File: src/rtl/ones_pattern_if.sv
// Request/response bundle for ones_pattern_gen; master is the generator side.
// Out_Parity exists only when ONES_PATTERN_PARITY_EN is defined.
interface ones_pattern_if #(
    parameter int WIDTH = 8
);
    localparam int CW = $clog2(WIDTH + 1);
    localparam int OW = $clog2(WIDTH);

    logic             start;
    logic [CW-1:0]    Count_In;
    logic [OW-1:0]    Offset;
    logic [WIDTH-1:0] Out_Data;
    logic             Out_Valid;
    logic             Out_Ready;
    logic             busy;
    logic             err;
`ifdef ONES_PATTERN_PARITY_EN
    logic             Out_Parity;

    modport master (
        input  start, Count_In, Offset, Out_Ready,
        output Out_Data, Out_Valid, busy, err, Out_Parity
    );
    modport slave (
        output start, Count_In, Offset, Out_Ready,
        input  Out_Data, Out_Valid, busy, err, Out_Parity
    );
`else
    modport master (
        input  start, Count_In, Offset, Out_Ready,
        output Out_Data, Out_Valid, busy, err
    );
    modport slave (
        output start, Count_In, Offset, Out_Ready,
        input  Out_Data, Out_Valid, busy, err
    );
`endif
endinterface

File: src/rtl/ones_pattern_gen.sv
// Builds a WIDTH-bit word with K contiguous set bits starting at Offset (wrapping),
// one bit per cycle, and offers it on a valid/ready port. Optional ONES_PATTERN_PARITY_EN adds Out_Parity.
module ones_pattern_gen #(
    parameter int WIDTH = 8
) (
    input  logic          clk,
    input  logic          rst,
    ones_pattern_if.master bus
);
    localparam int CW = $clog2(WIDTH + 1);
    localparam int OW = $clog2(WIDTH);

    typedef enum logic [1:0] {IDLE, SHIFT, VALID} state_t;

    state_t           state;
    logic [OW-1:0]    idx;
    logic [CW-1:0]    k_q;
    logic [OW-1:0]    off_q;
    logic [WIDTH-1:0] data_q;
    logic             valid_q;
    logic             busy_q;
    logic             err_q;
    logic             parity_q;
    logic [OW-1:0]    pos;
    logic             bit_val;

    // Position wraps naturally at OW bits, which is mod WIDTH for a power-of-two WIDTH.
    assign pos     = off_q + idx;
    assign bit_val = CW'(idx) < k_q;

    always_ff @(posedge clk) begin
        if (rst) begin
            state    <= IDLE;
            idx      <= '0;
            k_q      <= '0;
            off_q    <= '0;
            data_q   <= '0;
            valid_q  <= 1'b0;
            busy_q   <= 1'b0;
            err_q    <= 1'b0;
            parity_q <= 1'b0;
        end else begin
            case (state)
                IDLE: begin
                    if (bus.start) begin
                        data_q   <= '0;
                        parity_q <= 1'b0;
                        busy_q   <= 1'b1;
                        // Legality is judged on the full CW-bit count, before any use as an index.
                        if (bus.Count_In > CW'(WIDTH)) begin
                            err_q   <= 1'b1;
                            valid_q <= 1'b1;
                            state   <= VALID;
                        end else begin
                            err_q <= 1'b0;
                            k_q   <= bus.Count_In;
                            off_q <= bus.Offset;
                            idx   <= '0;
                            state <= SHIFT;
                        end
                    end
                end
                SHIFT: begin
                    data_q[pos] <= bit_val;
                    parity_q    <= parity_q ^ bit_val;
                    idx         <= idx + OW'(1);
                    if (idx == OW'(WIDTH - 1)) begin
                        valid_q <= 1'b1;
                        state   <= VALID;
                    end
                end
                VALID: begin
                    if (bus.Out_Ready) begin
                        valid_q <= 1'b0;
                        busy_q  <= 1'b0;
                        state   <= IDLE;
                    end
                end
                default: state <= IDLE;
            endcase
        end
    end

    assign bus.Out_Data  = data_q;
    assign bus.Out_Valid = valid_q;
    assign bus.busy      = busy_q;
    assign bus.err       = err_q;
`ifdef ONES_PATTERN_PARITY_EN
    // The running parity stays 0 on an illegal request since no bits are shifted in.
    assign bus.Out_Parity = parity_q;
`else
    logic unused_parity;
    assign unused_parity = parity_q;
`endif
endmodule
File: src/flat_wrapper.sv
// flat-port wrapper written by rule: the top's interface ports become plain ports
module ones_pattern_gen_flat 
#(
    parameter int WIDTH = 8
)
  (clk, rst, bus_start, bus_Count_In, bus_Offset, bus_Out_Ready, bus_Out_Data, bus_Out_Valid, bus_busy, bus_err);
  ones_pattern_if #(.WIDTH(WIDTH)) bus_i ();
  input  logic clk;
  input  logic rst;
  input wire logic [$bits(bus_i.start)-1:0] bus_start;
  input wire logic [$bits(bus_i.Count_In)-1:0] bus_Count_In;
  input wire logic [$bits(bus_i.Offset)-1:0] bus_Offset;
  input wire logic [$bits(bus_i.Out_Ready)-1:0] bus_Out_Ready;
  output wire logic [$bits(bus_i.Out_Data)-1:0] bus_Out_Data;
  output wire logic [$bits(bus_i.Out_Valid)-1:0] bus_Out_Valid;
  output wire logic [$bits(bus_i.busy)-1:0] bus_busy;
  output wire logic [$bits(bus_i.err)-1:0] bus_err;
  assign bus_i.start = bus_start;
  assign bus_i.Count_In = bus_Count_In;
  assign bus_i.Offset = bus_Offset;
  assign bus_i.Out_Ready = bus_Out_Ready;
  assign bus_Out_Data = bus_i.Out_Data;
  assign bus_Out_Valid = bus_i.Out_Valid;
  assign bus_busy = bus_i.busy;
  assign bus_err = bus_i.err;
  ones_pattern_gen #(.WIDTH(WIDTH)) u_core (.clk(clk), .rst(rst), .bus(bus_i));
endmodule
File: config.mk
export PLATFORM = sky130hd
export DESIGN_NAME = ones_pattern_gen_flat
export DESIGN_NICKNAME = d
export VERILOG_FILES = /design/src/rtl/ones_pattern_if.sv /design/src/rtl/ones_pattern_gen.sv /design/src/flat_wrapper.sv
export SDC_FILE = /design/constraint.sdc
export NUM_CORES = 1
export LEC_CHECK = 0
export CAP_MARGIN = 5
export CORE_MARGIN = 2
export CORE_UTILIZATION = 47
export DETAILED_ROUTE_END_ITERATION = 6
export MAX_ROUTING_LAYER = met4
export PLACE_DENSITY_LB_ADDON = 0.3
export SYNTH_ARGS = -nofsm -noshare
export SYNTH_HDL_FRONTEND = slang
export SYNTH_SLANG_ARGS = --single-unit
File: constraint.sdc
create_clock -name clk -period 6 [get_ports clk]
set_clock_uncertainty 0.05 [all_clocks]
set_input_delay 1.2 -clock clk [delete_from_list [all_inputs] [get_ports clk]]
set_output_delay 1.2 -clock clk [all_outputs]
set_load 0.005 [all_outputs]
# After elaboration in Yosys (flattened, before gate mapping)
# Index checks and enable logic that the tools add are counted.
# word_totals
reg_bits,23
inputBits,11
wordCells,56
# classes
n_addsub,2
order_cmp,4
n_eq_ne,8
muxes,21
bitwise,1
n_reduce_logical,12
# op_table
cell,count
$pmux W8 S2,1
$reduce_and A3 Y1,4
$bwmux W8,1
$mux W2,4
$mux W8,1
$mux W1,7
$mux W3,2
$ne A2 B2 Y1 const B,3
$pmux W2 S3,1
$pmux W3 S2,1
$reduce_and A5 Y1,1
$gt A4 B4 Y1 const B,1
$lt A3 B4 Y1,1
$lt A3 B4 Y1 const B,1
$ne A2 B1 Y1 const B,2
$reduce_and A2 Y1,2
$reduce_bool A2 Y1,2
$add A3 B1 Y3 const B,1
$add A3 B3 Y3,1
$demux W1 S3,1
$eq A3 B3 Y1 const B,1
$ge A3 B1 Y1 const B,1
$pmux W1 S3,1
$reduce_bool A3 Y1,1
6 further kinds,6

# Longest topological paths before layout
# Gate-level depths: netlist of run 1.
# depth
ltp_word,7
mapped_depth,8
mapped_depth_nobuf,7

# Least setup slack after synthesis of run 1
# OpenSTA, ideal clock, no wires.
# synth_timing
kind,input to register
from,in bus_start
to,"reg u_core.valid_q, in the netlist u_core.bus.Out_Valid"
setup_time_ns,0.086
arrival_time_ns,1.979
t_required_ns,5.864
slack_ns,3.885
path_stages,4
n_path_buf,0
path_cell_list,or3b_4 nor2_2 a21oi_1 a221oi_2
# synth_via
elab_chain_len,2
# synth_rtl
item,line_no,source
"start, declared",flat_wrapper.sv:10,input wire logic [$bits(bus_i.start)-1:0] bus_start;
$ne A2 B2 Y1 (no source line),-,
$reduce_and A5 Y1 (no source line),-,
"end signal, assigned",ones_pattern_gen.sv:38,valid_q <= 1'b0;
"end signal, assigned",ones_pattern_gen.sv:52,valid_q <= 1'b1;
"end signal, assigned",ones_pattern_gen.sv:68,valid_q <= 1'b1;
"end, declared",ones_pattern_gen.sv:20,logic valid_q;
# No other way between the ends.
# A chain may end at the register's enable or synchronous reset.

==> impl_metrics.yaml, run 1 <==
outcome:
  status: "finished clean"
clock_tree:
  post_cts_resized: 0
  post_cts_buffers: 0
  postCtsHoldBufs: 0
  tritoncts: "yes"
  cts_root_buf: "clkbuf_4"
  clkTransAtPathRegs_ns: 0.13
  numCtsBuffers: 3
  clk_latency_ns: 0.32
  cts_buffer_depth: 2
  cts_sinks: 23
  cts-htree-levels: 1
flow_run:
  maxCapViolations: 0
logic_synthesis:
  synthTopCellsByArea: "dfxtp_1 (41%), mux2i_1 (7.1%), ha_1 (5.6%), a21oi_1 (5.3%), nand2_1 (4.3%)"
  synth_edf_count: 0
  postSynthCellCount: 125
  synth_top_area_share_pct: 40.9
  synth_most_common_cell: "dfxtp_1"
  synth_warnings: 0
  synth_nets: 142
  ys_types: 35
  synthFlopType: "dfxtp_1"
  synth_top_area_cell: "dfxtp_1"
  yosysSeqAreaShare_pct: 40.9
  syn_avg_cell_area_sq_um: 9.00
  syn_area_sq_um: 1120
  synth-async-reset-ratio_pct: 0
  ys_seq_elements: 23
  synth_commonest_cells: "dfxtp_1 (23), nand2_1 (13), a21oi_1 (12)"
layout:
  fillers: 198
  syn_to_final_growth_pct: 21.5
  layout.area.seq_sq_um: 460
  design_area_sq_um: 1370
  fin_nets: 162
  insertedDiodeCount: 0
  drive_gt1_share_pct: 8.33
  finish.cell_count_without_fillers: 172
  multiInputGateArea_sq_um: 603
critical_path:
  crit_type: "input port to flop"
  critPathMaxFanout: 16
  critical_path_arrival_ns: 2.71
  timing.rr.start: "u_core.idx[0]"
  critPathLaunch: "rst"
  crit_path_end_kind: "flop"
  required_ns: 6.17
  start_kind: "input port"
timing:
  timing.final.crit_share_pct: 42.3
  relSlewSlack_pct: 45.9
  rsz0062_at_grt: "no"
  fin_tns_setup_ns: 0
  fmax_mhz: 394
  post-route-min-period_ns: 2.54
  setup_viol: 0
  worstMarginPinSlew_ns: 0.806
  slew_violations: 0
  hold_viol_final: 0
  setup_slack_ns: 3.46
routing:
  drt_first_pass_iters: 4
  postRouteWirelength_mm: 2.23
  post-route-drc-count: 0
  vias: 955
  viasPerCell: 5.55
  wl_per_cell_um: 13.0
  detail-route-antenna-nets: 0
  drtIter0Drc: 16
pwr:
  p_comb_share_pct: 17.9
  ir_drop_mv: 0.135
  p_leak_nw: 0.532
  p_sw_share_pct: 28.7
  p_int_mw: 0.209
  power_switching_mw: 0.0842
  p_seq_share_pct: 56.4
  power.total_mw: 0.293
  cellPowerDensity_nw_per_um2: 215
  p_clk_share_pct: 25.7
grt:
  grt_max_degree: 17
  grt_usage_pct: 19.4
  antenna_found_initial: 0
  grt_pass1_wl_mm: 3.81
  overflow: 0
  grt_pass1_vias: 907
hold_path:
  min_path_type: "flop to flop"
  hold_start: "u_core.bus.Out_Data[6]"
placement:
  place_worst_setup_slack_ns: 3.14
  io_buffer_count: 21
  place_inst: 168
  postPlaceCellArea_sq_um: 1340
  gp_congestion: 0.789
  hpwl_mm: 1.67
floorplanning:
  dieArea_sq_um: 2800
  io_pins: 22
  fp-row-count: 17
  start_util_pct: 50.4
  die_h_um: 52.9
  core_area_sq_um: 2230
  die_w_um: 52.9
-- worst max-delay path, cell delays in order --
cell             delay, ns
clkdlybuf4s50_1       0.70
nor2_1                0.51
o311ai_1              0.19
o41ai_1               0.10
-- power by group through the flow --
stage / sequential [mW] / clock [mW] / combinational (mW)
detailed placement: 0.169 / 0 / 0.0521
global placement: 0.169 / 0 / 0.0509
finish: 0.165 / 0.0754 / 0.0524
CTS: 0.166 / 0.0755 / 0.0525
floorplan: 0.168 / 0 / 0.0342
global route: 0.167 / 0.0800 / 0.0589
-- layout by cell type, fill, tap and decap left out, drive strengths merged --
cell type and count:
nor3 2, dfxtp 23, o41ai 2, o31ai 3, inv 8, a2bb2oi 1
a21oi 12, nand2 14, ha 5, nor2b 1, a211oi 1, nand3 7
o311ai 2, fa 1, o211ai 1, nand4 1, or3b 1, nor2 11
a221oi 1, xor2 1, o21ai 4, clkdlybuf4s50 21, nand2b 4, and2b 2
and3 1, nor3b 1, clkbuf 3, xnor2 1, mux2i 8, clkinv 1
-- logic make-up after synthesis --
| logic type | synth area share [%] |
|---|---|
| and+or+nand+nor | 20.2 |
| AOI/OAI and AO/OA | 17.4 |
| DFF | 40.9 |
| buffers and inverters | 5.45 |
| muxes | 7.12 |
| adders and majority gates | 7.34 |
| xor gates and xnor gates | 1.56 |
-- state kept, by name, summed over array words and instances, names as in the netlist --
register              cells
u_core.bus.Out_Data       8
u_core.k_q                4
u_core.idx                3
u_core.off_q              3
u_core.state              2
u_core.bus.Out_Valid      1
u_core.bus.busy           1
u_core.bus.err            1
-- final cells by class --
class                   instances  area share [%]
well taps                      28            2.56
inverters                       8            2.20
repair buffers                 21            15.4
clock inverters                 1           0.366
clock buffers                   3            1.65
flip-flops and latches         23            33.7
multi-input cells              88            44.1
-- worst paths after layout --
| path | end | slack, ns | depth (start not counted) |
|---|---|---|---|
| min reg2reg | u_core.bus.Out_Data[6] | 0.43 | 2 |
| max reg2reg | u_core.bus.Out_Data[2] | 3.54 | 7 |
| min | u_core.bus.Out_Data[6] | 0.43 | 2 |
| max | u_core.bus.Out_Data[3] | 3.46 | 4 |
-- stage by stage --
stage	hold WS [ns]	utilization, %
detailed placement	0.407	59.9
global placement	0.401	59.9
global route	0.442	61.2
CTS	0.429	61.2
floorplan	0.386	-
finish	0.425	61.2
-- layer usage --
| metal | global-route usage, % | wire length, um | share of wire [%] |
|---|---|---|---|
| met1 | 20.3 | 937 | 42 |
| met2 | 35.6 | 1150 | 51 |
| met3 | 4.52 | 119 | 5.3 |
| met4 | 6.84 | 30 | 1.3 |
| met5 | - | 0 | 0 |
(Power assumes the default switching activity.)
==> run 2, diff against run 1 <==
--- a/config.mk
+++ b/config.mk
@@ -7,7 +7,7 @@
 export LEC_CHECK = 0
 export CAP_MARGIN = 5
 export CORE_MARGIN = 2
-export CORE_UTILIZATION = 47
+export CORE_UTILIZATION = 45
 export DETAILED_ROUTE_END_ITERATION = 6
 export MAX_ROUTING_LAYER = met4
 export PLACE_DENSITY_LB_ADDON = 0.3
==> constraint.sdc (replaced) <==
create_clock -name clk -period 2.2 [get_ports clk]
set_clock_uncertainty 0.05 [all_clocks]
set_input_delay 0.44 -clock clk [delete_from_list [all_inputs] [get_ports clk]]
set_output_delay 0.44 -clock clk [all_outputs]
set_load 0.005 [all_outputs]
==> impl_metrics.yaml, run 2 (synthesis gave the netlist of run 1 again) <==
hold_path:
  holdPathStages: 2
  hold_start: "u_core.off_q[1]"
  min_path_type: "flop to flop"
  hold_end: "u_core.off_q[1]"
clock_tree:
  cts_buffer_depth: 2
  numCtsBuffers: 3
  post_cts_buffers: 0
  cts_sinks: 23
  cts_root_buf: "clkbuf_4"
  tritoncts: "yes"
  clk_latency_ns: 0.30
  cts-htree-levels: 1
  clkTransAtPathRegs_ns: 0.12
floorplanning:
  die_w_um: 54.0
  core_area_sq_um: 2430
  dieArea_sq_um: 2920
  start_util_pct: 46.2
  fp-row-count: 18
  die_h_um: 54.0
  io_pins: 22
timing:
  post-route-min-period_ns: 2.09
  fmax_mhz: 479
  setup_viol: 0
  setup_slack_ns: 0.114
  worstMarginPinSlew_ns: 0.581
  timing.final.crit_share_pct: 94.8
  slew_violations: 0
  relSlewSlack_pct: 61.0
  hold_viol_final: 0
  finalHoldWorstSlack_ns: 0.417
critical_path:
  regToRegEndpoint: "u_core.bus.Out_Data[0]"
  start_kind: "flop"
  reg2reg_depth: 7
  critical_path_arrival_ns: 2.22
  timing.rr.start: "u_core.off_q[0]"
  required_ns: 2.33
  critPathMaxFanout: 5
  ff2ff_setup_slack_ns: 0.11
  crit_path_end_kind: "flop"
  crit_type: "flop to flop"
  critPathLaunch: "u_core.off_q[0]"
grt:
  antenna_found_initial: 0
  grt_pass1_wl_mm: 3.75
  grt_usage_pct: 18.2
  grt_max_degree: 15
  grt_pass1_vias: 914
  overflow: 0
routing:
  drtIter0Drc: 9
  vias: 937
  detail-route-antenna-nets: 0
  post-route-drc-count: 0
  drt_first_pass_iters: 4
  viasPerCell: 5.26
  postRouteWirelength_mm: 2.27
  wl_per_cell_um: 12.8
pwr:
  cellPowerDensity_nw_per_um2: 562
  p_sw_share_pct: 27.1
  p_seq_share_pct: 56.7
  p_int_mw: 0.579
  ir_drop_mv: 0.442
  p_leak_nw: 0.556
  power.total_mw: 0.795
  power_switching_mw: 0.215
  p_clk_share_pct: 24.0
  p_comb_share_pct: 19.3
layout:
  largest_reg_flops: 8
  final_cell_mix: "dfxtp_1 (23), clkdlybuf4s50_1 (21), nand2_1 (13), a21oi_1 (12), nor2_1 (10)"
  insertedDiodeCount: 0
  drive_gt1_share_pct: 10.8
  design_area_sq_um: 1410
  final_common_cell: "dfxtp_1"
  fillers: 230
  syn_to_final_growth_pct: 25.7
  fin_nets: 166
  final_core_util_pct: 58.1
  layout.area.seq_sq_um: 460
  multiInputGateArea_sq_um: 627
placement:
  place_worst_setup_slack_ns: -0.134
  hpwl_mm: 1.70
  postPlaceCellArea_sq_um: 1360
  io_buffer_count: 21
  gp_congestion: 0.787
flow_run:
  maxCapViolations: 0
outcome:
  status: "finished clean"
-- run 2: power groups by stage --
stage | combinational [mW] | sequential, mW | clock [mW]
global placement | 0.147 | 0.458 | 0
finish | 0.153 | 0.450 | 0.191
global route | 0.171 | 0.452 | 0.216
detailed placement | 0.150 | 0.459 | 0
floorplan | 0.0933 | 0.457 | 0
CTS | 0.151 | 0.450 | 0.200
-- run 2: worst max-delay path: stages, from the launching register on --
cell,delay (ns)
dfxtp_1,0.36
ha_1,0.15
inv_1,0.05
fa_1,0.46
xor2_2,0.26
xnor2_1,0.21
o311ai_1,0.31
o41ai_1,0.12
-- run 2: cell type report --
cell class                      instances  share of cell area, %
Tap cell                               30                   2.65
Timing Repair Buffer                   24                   16.5
Sequential cell                        23                   32.6
Inverter                                8                   2.12
Multi-Input combinational cell         89                   44.3
Clock buffer                            4                   1.86
-- run 2: worst max path at each step --
stage,to,slack [ns],cells after the start
2_1_floorplan,u_core.bus.Out_Data[0],0.29,8
6_report,u_core.bus.Out_Data[0],0.11,7
4_1_cts,u_core.bus.Out_Data[2],0.08,7
3_5_place_dp,u_core.bus.Out_Data[2],-0.13,7
3_3_place_gp,u_core.bus.Out_Data[2],-0.06,7
5_1_grt,u_core.bus.Out_Data[3],-0.0003,7
-- run 2: repair_timing --
action                     in CTS  in global routing
setup endpoints to repair       5                  4
cloned                          0                  1
hold buffers                    0                  0
pin swaps                       0                  1
resized for setup               1                  1
-- run 2: metrics by stage --
step / cells / TNS, ns
detailed placement: 173 / -0.343
global placement: 173 / -0.0676
CTS: 177 / 0
global route: 178 / -0.000315
finish: 178 / 0
floorplan: 125 / 0
-- run 2: layer usage --
layer / GRT usage, % / vias to the layer above / routed length [um]
met5: - / - / 0
met4: 5.00 / 0 / 30
met3: 5.00 / 4 / 86
met2: 31.9 / 19 / 1140
met1: 20.3 / 431 / 1010
li1: - / 483 / -
==> run 3, diff against run 2 <==
--- a/config.mk
+++ b/config.mk
@@ -5,7 +5,8 @@
 export SDC_FILE = /design/constraint.sdc
 export NUM_CORES = 1
 export LEC_CHECK = 0
-export CAP_MARGIN = 5
+export CAP_MARGIN = 20
+export CORE_ASPECT_RATIO = 0.8
 export CORE_MARGIN = 2
 export CORE_UTILIZATION = 45
 export DETAILED_ROUTE_END_ITERATION = 6
==> impl_metrics.yaml, run 3 (synthesis gave the netlist of run 1 again) <==
outcome:
  status: "finished clean"
layout:
  drive_gt1_share_pct: 13.3
  final_common_cell: "dfxtp_1"
  insertedDiodeCount: 0
  design_area_sq_um: 1430
  finish.cell_count_without_fillers: 177
  fin_nets: 168
  syn_to_final_growth_pct: 27.5
  final_cell_mix: "dfxtp_1 (22), clkdlybuf4s50_1 (21), nand2_1 (13), a21oi_1 (12), nor2_1 (10)"
  largest_reg_flops: 8
  final_core_util_pct: 59.7
critical_path:
  start_kind: "flop"
  crit_path_end_kind: "flop"
  ff2ff_setup_slack_ns: 0.03
  regToRegEndpoint: "u_core.bus.Out_Data[3]"
  crit_path_end: "u_core.bus.Out_Data[3]"
  crit_type: "flop to flop"
  critPathSlowestCell: "fa_1"
  crit_family: "adder cells"
  worstPathCellList: "ha_1 > inv_1 > fa_1 > xor2_2 > xnor2_2 > buf_4 > o41ai_1"
  path_buf_inv: 2
  cp.depth: 7
  critPathMaxFanout: 5
  reg2reg_depth: 7
  timing.rr.start: "u_core.idx[0]"
  cpPeakStageDelay_ns: 0.46
  critPathLaunch: "u_core.idx[0]"
  critical_path_arrival_ns: 2.33
  required_ns: 2.36
pwr:
  cellPowerDensity_nw_per_um2: 562
  p_leak_nw: 0.574
  ir_drop_mv: 0.444
grt:
  grt_use_met3_pct: 5.61
  grt_pass1_wl_mm: 3.89
  grt_max_degree: 13
  top_usage_layer: "met2"
  grt_usage_pct: 17.9
  gr-usage-met2_pct: 27.9
  grt_pass1_vias: 890
  antenna_found_initial: 0
  grtUsageMet1_pct: 22.9
  overflow: 0
routing:
  detail-route-antenna-nets: 0
  drt_first_pass_iters: 4
  postRouteWirelength_mm: 2.32
  drtIter0Drc: 20
  vias: 961
  viasPerCell: 5.43
  post-route-drc-count: 0
  wl_per_cell_um: 13.1
placement:
  gp_congestion: 0.796
  postPlaceCellArea_sq_um: 1370
  io_buffer_count: 21
  hpwl_mm: 1.72
  place_worst_setup_slack_ns: -0.150
  place_inst: 171
timing:
  timing.final.crit_share_pct: 98.7
  slew_violations: 0
  fmax_mhz: 461
  setup_slack_ns: 0.0286
  post-route-min-period_ns: 2.17
  relSlewSlack_pct: 57.0
  worstMarginPinSlew_ns: 0.641
  hold_viol_final: 0
  fin_tns_setup_ns: 0
  setup_viol: 0
clock_tree:
  postCtsHoldBufs: 0
  cts-htree-levels: 1
  clk_latency_ns: 0.32
  cts_root_buf: "clkbuf_4"
  cts_sinks: 23
  cts_buffer_depth: 2
  numCtsBuffers: 3
  tritoncts: "yes"
  clkTransAtPathRegs_ns: 0.13
floorplanning:
  fp-row-count: 16
  dieArea_sq_um: 2920
  die_h_um: 48.7
  core_area_sq_um: 2400
  io_pins: 22
  die_w_um: 59.9
  start_util_pct: 46.8
hold_path:
  min_path_type: "flop to flop"
flow_run:
  maxCapViolations: 0
## run 3: changes by cell type in the layout (fill, tap and decap cells not counted)
cell / change
xnor2_1: -1
xnor2_2: +1
dfxtp_1: -1
buf_4: +2
dfxtp_2: +1
## run 3: worst min-delay path by stage
stage,to,depth (start not counted),slack (ns),from
after floorplan,u_core.off_q[1],2,0.39,u_core.off_q[1]
after global placement,u_core.bus.Out_Data[2],2,0.40,u_core.bus.Out_Data[2]
after detailed placement,u_core.off_q[1],2,0.40,u_core.off_q[1]
after CTS,u_core.off_q[1],2,0.42,u_core.off_q[1]
after global routing,u_core.off_q[1],2,0.44,u_core.off_q[1]
final,u_core.bus.Out_Data[4],2,0.42,u_core.bus.Out_Data[4]
## run 3: area by class of cell
| cell class | count | area, sq um |
|---|---|---|
| clock buffers | 4 | 26.3 |
| fillers | 228 | 968 |
| inverters | 8 | 30.0 |
| multi-input cells | 89 | 634 |
| flip-flops and latches | 23 | 462 |
| well taps | 27 | 33.8 |
| repair buffers | 26 | 248 |
## run 3: layer usage
metal	up-vias	share of wire [%]
met5	-	0
met2	20	48
met4	0	0.52
met3	2	4.8
li1	486	-
met1	453	46
## run 3: worst register-to-register path, cell delays in order, from the launching register on
cell     delay (ns)
dfxtp_1        0.37
ha_1           0.15
inv_1          0.05
fa_1           0.46
xor2_2         0.31
xnor2_2        0.15
buf_4          0.16
o41ai_1        0.37
## run 3: where the power goes
group	internal (mW)	leakage, nW	switching, mW
Sequential	0.435	0.188	0.0151
Clock	0.0709	0.0150	0.126
Combinational	0.0769	0.371	0.0808
Total	0.583	0.574	0.222
## run 3: what timing repair did
item                                    4_1_cts  5_1_grt
gates resized for setup                       1        3
hold endpoints to repair                      0        0
gates cloned                                  0        1
endpoints found under the setup margin        5        3
buffers inserted                              0        1
pin swaps                                     0        3
## run 3: metrics by stage
stage / power, mW / hold slack, ns
2_1_floorplan: 0.550 / 0.386
3_5_place_dp: 0.611 / 0.403
6_report: 0.805 / 0.417
3_3_place_gp: 0.607 / 0.395
4_1_cts: 0.804 / 0.420
5_1_grt: 0.851 / 0.438
